[config.mk]
export PLATFORM = sky130hd
export DESIGN_NAME = vic_latch_wb
export DESIGN_NICKNAME = d
export VERILOG_FILES = /design/src/rtl/vic_latch_wb.sv
export SDC_FILE = /design/constraint.sdc
export NUM_CORES = 1
export LEC_CHECK = 0
export BUFFER_PORTS_ARGS = -buffer_cell sky130_fd_sc_hd__buf_2
export CAP_MARGIN = 30
export CORE_ASPECT_RATIO = 1.4
export CORE_MARGIN = 2
export CORE_UTILIZATION = 30
export CTS_CLUSTER_SIZE = 28
export DETAILED_ROUTE_END_ITERATION = 10
export GPL_ROUTABILITY_DRIVEN = 0
export PLACE_DENSITY = 0.7
export SLEW_MARGIN = 20
export SYNTH_ARGS = -nofsm -noshare
export SYNTH_HDL_FRONTEND = slang
export SYNTH_SLANG_ARGS = --single-unit
[constraint.sdc]
create_clock -name wb_clk_i -period 2.06 [get_ports wb_clk_i]
set_input_delay 0.103 -clock wb_clk_i [delete_from_list [all_inputs] [get_ports wb_clk_i]]
set_output_delay 0.103 -clock wb_clk_i [all_outputs]
set_load 0.02 [all_outputs]
[src/rtl/vic_latch_wb.sv]
// Vectored interrupt controller: latches edge/level requests, raises the CPU
// vectored-interrupt line and answers the acknowledge vector read, highest index first.
module vic_latch_wb #(
    parameter int unsigned  N            = 2,
    parameter logic [N-1:0] EDGE         = '1,
    parameter logic [15:0]  SPURIOUS_VEC = 16'o000000
) (
    input  logic            wb_clk_i,
    input  logic            wb_rst_i,
    input  logic            wb_stb_i,
    output logic            wb_ack_o,
    output logic [15:0]     wb_dat_o,
    output logic            wb_irq_o,
    input  logic [16*N-1:0] ivec,
    input  logic [N-1:0]    ireq,
    output logic [N-1:0]    iack
);

    localparam int unsigned SW = (N > 1) ? $clog2(N) : 1;

    typedef enum logic {
        S_IDLE,
        S_ACK
    } state_t;

    state_t        state_q, state_d;
    logic          ack_q, ack_d;
    logic [15:0]   dat_q, dat_d;
    logic          irq_q, irq_d;
    logic [N-1:0]  iack_q, iack_d;
    logic [N-1:0]  pending_q, pending_d;
    logic [N-1:0]  block_q, block_d;
    logic [N-1:0]  ireq_prev_q;

    logic [N-1:0]  eff_pend;
    logic [N-1:0]  serve_mask;
    logic [SW-1:0] sel;
    logic [15:0]   sel_vec;
    logic          serve;

    // Edge sources use the latch; level sources follow ireq until served, then stay masked.
    always_comb begin
        eff_pend = '0;
        for (int unsigned i = 0; i < N; i++) begin
            eff_pend[i] = EDGE[i] ? pending_q[i] : (ireq[i] & ~block_q[i]);
        end
    end

    // Ascending scan so the highest pending index is the one left in sel.
    always_comb begin
        sel = '0;
        for (int unsigned i = 0; i < N; i++) begin
            if (eff_pend[i]) begin
                sel = SW'(i);
            end
        end
    end

    always_comb begin
        sel_vec = '0;
        for (int unsigned i = 0; i < N; i++) begin
            if (sel == SW'(i)) begin
                sel_vec = ivec[16*i +: 16];
            end
        end
    end

    assign serve = (state_q == S_IDLE) && wb_stb_i && (|eff_pend);

    always_comb begin
        serve_mask = '0;
        for (int unsigned i = 0; i < N; i++) begin
            serve_mask[i] = serve && (sel == SW'(i));
        end
    end

    // A new edge in the serve cycle survives the clear.
    always_comb begin
        pending_d = '0;
        block_d   = '0;
        for (int unsigned i = 0; i < N; i++) begin
            if (EDGE[i]) begin
                pending_d[i] = (ireq[i] & ~ireq_prev_q[i]) | (pending_q[i] & ~serve_mask[i]);
            end else begin
                block_d[i] = serve_mask[i] | (block_q[i] & ireq[i]);
            end
        end
    end

    assign irq_d = |(eff_pend & ~serve_mask);

    always_comb begin
        state_d = state_q;
        ack_d   = ack_q;
        dat_d   = dat_q;
        iack_d  = '0;
        case (state_q)
            S_IDLE: begin
                ack_d = 1'b0;
                dat_d = '0;
                if (wb_stb_i) begin
                    ack_d   = 1'b1;
                    state_d = S_ACK;
                    if (serve) begin
                        dat_d  = sel_vec;
                        iack_d = serve_mask;
                    end else begin
                        dat_d = SPURIOUS_VEC;
                    end
                end
            end
            S_ACK: begin
                if (!wb_stb_i) begin
                    ack_d   = 1'b0;
                    dat_d   = '0;
                    state_d = S_IDLE;
                end
            end
            default: begin
                state_d = S_IDLE;
                ack_d   = 1'b0;
                dat_d   = '0;
            end
        endcase
    end

    always_ff @(posedge wb_clk_i) begin
        if (wb_rst_i) begin
            state_q     <= S_IDLE;
            ack_q       <= 1'b0;
            dat_q       <= '0;
            irq_q       <= 1'b0;
            iack_q      <= '0;
            pending_q   <= '0;
            block_q     <= '0;
            ireq_prev_q <= '0;
        end else begin
            state_q     <= state_d;
            ack_q       <= ack_d;
            dat_q       <= dat_d;
            irq_q       <= irq_d;
            iack_q      <= iack_d;
            pending_q   <= pending_d;
            block_q     <= block_d;
            ireq_prev_q <= ireq;
        end
    end

    assign wb_ack_o = ack_q;
    assign wb_dat_o = dat_q;
    assign wb_irq_o = irq_q;
    assign iack     = iack_q;

endmodule

==> qor.csv <==
stage,metric,value,unit
detailed_routing,post-route antenna net violation count,0,
yosys,Post-synth EDFFs,0,
global_route,largest net degree at the start of global routing,22,
critical_path,Crit. End Element,register,
die,die width,52.94,um
die,Core Region,3153,um2
detailed_routing,drt first pass iters,4,
outcome,status,"finished, final reports clean",
power_and_ir_drop,Clk pwr share,0.293,
power_and_ir_drop,Switch Pwr,0.2151,mW
power_and_ir_drop,Comb power frac,0.150,
critical_path,Worst EP required,2.25,ns
power_and_ir_drop,Sequential Power Share,0.557,
critical_path,CP Class,reg2reg,
global_route,antenna violations before repair,0,
global_route,total grt overflow,0,
sta,TNS Setup,0,ns
die,Starting Density,0.3190,
critical_path,CP Cell Sequence,"and3b_1, nand2_1, o21ai_2",
layout,antenna cells,0,
yosys,Mapped Avg Cell Area,10.26,um2
critical_path,"Data arrival, critical path",1.43,ns
global_route,first-pass GRT wire length,3850,um
critical_path,cell family with most CP delay,simple AND/OR/NAND/NOR gates,
clocking,Num CTS Buffers,3,
die,die height,72.52,um
detailed_routing,final routed DRC violation total,0,
sta,Slew HR,0.6048,
yosys,"Top FF cell, synth",dfxtp_1,
yosys,"Async S/R FF share, synth",0,
sta,final hold slack,0.06049,ns
critical_path,CP max stage delay,0.56,ns
power_and_ir_drop,Sw Ratio,0.2336,
critical_path,worst path bufs/invs,0,
clocking,clock sink total,25,
yosys,synth top area cells,"dfxtp_1 50%, mux2i_1 16%, o21ai_2 7.0%",
yosys,Synth top area share,0.4975,
yosys,post-synth cell types,20,
die,Rows,24,
die,IO Count,57,
global_route,GRT Resource Usage Total,0.1351,
layout,Area growth syn-to-layout,34.08,%
layout,Final #Nets,193,
sta,post-route minimum period,1.240,ns
hold_path,min-delay worst type,in2reg,
critical_path,largest fanout on the critical path,16,
power_and_ir_drop,P per Cell Area,682.6,nW/um2
layout,share of layout cells above drive strength 1,0.4645,
clocking,clock slew at reported path FFs,0.08,ns
clocking,post-CTS resize count,0,
detailed_routing,WL final,2457,um
clocking,H-tree depth,1,
sta,setup repair after global routing missed its margin,false,
die,die area,3839,um2
clocking,root buffer cell,clkbuf_8,
power_and_ir_drop,Lkg Pwr,0.6506,nW
sta,final hold vios,0,
sta,Max Clk Rate,806.6,MHz
sta,Slew @ Worst Pin,0.5928,ns
yosys,syn_nets,135,
critical_path,Startpoint Class,register,
sta,Tcrit/Tclk final,0.6018,
yosys,Mapped Area,1006,um2
yosys,synth cell count leaders,"25 x dfxtp_1, 17 x nand2_1, 16 x mux2i_1, 8 x o21ai_0, 8 x o21ai_2",
placed_design,DP Wirelength,1984,um
yosys,post-synthesis sequential element count,25,
critical_path,slowest CP cell,and3b_1,
sta,Final Slew Violations,0,
detailed_routing,Vias,864,
detailed_routing,1st-iter DRT viols,6,
detailed_routing,post-detailed-route wirelength per cell,12.66,um
run,max-cap viol count,0,
clocking,Longest Clk Path Bufs,2,
yosys,Mapped Cells,98,
yosys,most common cell in the netlist,dfxtp_1,
layout,final core utilization,0.4278,
clocking,# hold bufs at CTS,0,
clocking,# Post-CTS Setup Buffers,0,
clocking,CTS tree,yes,
sta,Final setup violation count,0,
detailed_routing,Vias/cell,4.454,
yosys,"Seq/Total Area, Yosys",0.4975,
power_and_ir_drop,worst vdd ir,0.4763,mV
clocking,Clock Latency Late Sink,0.25,ns
power_and_ir_drop,P_int,0.7056,mW
sta,Clock Skews,0.003466,ns
placed_design,Port Buf Inserts,56,
yosys,Yosys Warn Count,0,
yosys,"area leader, netlist",dfxtp_1,
global_route,vias in the first global route,881,
==> per-layer routing <==
layer	global-route usage	wire [um]	up-vias
met2	0.2569	1382	33
li1	-	-	449
met4	0.05128	38	0
met5	0	0	-
met3	0.01852	141	4
met1	0.1445	895	378
==> cell usage in the layout, fill, tap and decap left out <==
cell      count
a21oi_1       3
dfxtp_1      25
nor2_1        1
clkbuf_1      1
inv_1         1
nor2b_1       1
nand2_1      17
buf_4         2
and3b_2       1
o21ai_0       8
and3b_1       1
buf_2        56
and2_2        1
o21ai_1       3
and2b_1       3
nand2b_1      2
a21boi_0      1
clkbuf_8      3
nor3b_2       1
mux2i_1      16
o21ai_2       8
==> worst reg2reg max path: cells and delay by family, from the launching register on <==
| family | cells | cell delay [ns] |
|---|---|---|
| AOI/OAI and AO/OA | 1 | 0.08 |
| DFF | 1 | 0.37 |
| and+or+nand+nor | 2 | 0.72 |
==> kinds of logic after synthesis <==
group,share of synthesized area
AOI/OAI and AO/OA,0.1468
buffers and inverters,0.04974
DFF,0.4975
muxes,0.1592
and+or+nand+nor,0.1468
==> state kept, by name, summed over array words and instances, names as in the netlist <==
name,flops
wb_irq_o,1
wb_ack_o,1
eff_pend,2
ireq_prev_q,2
wb_dat_o,16
iack,2
state_q,1
==> worst paths after layout <==
path                start              to  slack, ns  depth (start not counted)
max               state_q    wb_dat_o[13]       0.82                          3
min               ireq[1]  ireq_prev_q[1]       0.06                          2
max reg2reg       state_q    wb_dat_o[13]       0.82                          3
min reg2reg  wb_dat_o[10]    wb_dat_o[10]       0.45                          2
==> area by class of cell <==
class,count,area [um2]
clock buffers,4,45.04
fillers,324,1804
inverters,1,3.754
multi-input cells,67,455.4
flip-flops and latches,25,500.5
well taps,39,48.80
repair buffers,58,295.3
==> power by group through the flow <==
stage,Clock [mW],Sequential (mW),Combinational (mW)
global route,0.298,0.515,0.151
floorplan,0,0.540,0.0641
detailed placement,0,0.524,0.141
finish,0.270,0.513,0.138
global placement,0,0.523,0.134
CTS,0.277,0.513,0.141
==> metrics by stage <==
step	setup WS [ns]	power, mW	cells	instance area [um2]
2_1_floorplan	1.075	0.6042	98	1006
3_3_place_gp	0.9566	0.6567	190	1304
3_5_place_dp	0.8222	0.6649	190	1304
4_1_cts	0.8010	0.9309	194	1349
5_1_grt	0.7227	0.9650	194	1349
6_report	0.8203	0.9207	194	1349
(Power assumes the default switching activity.)
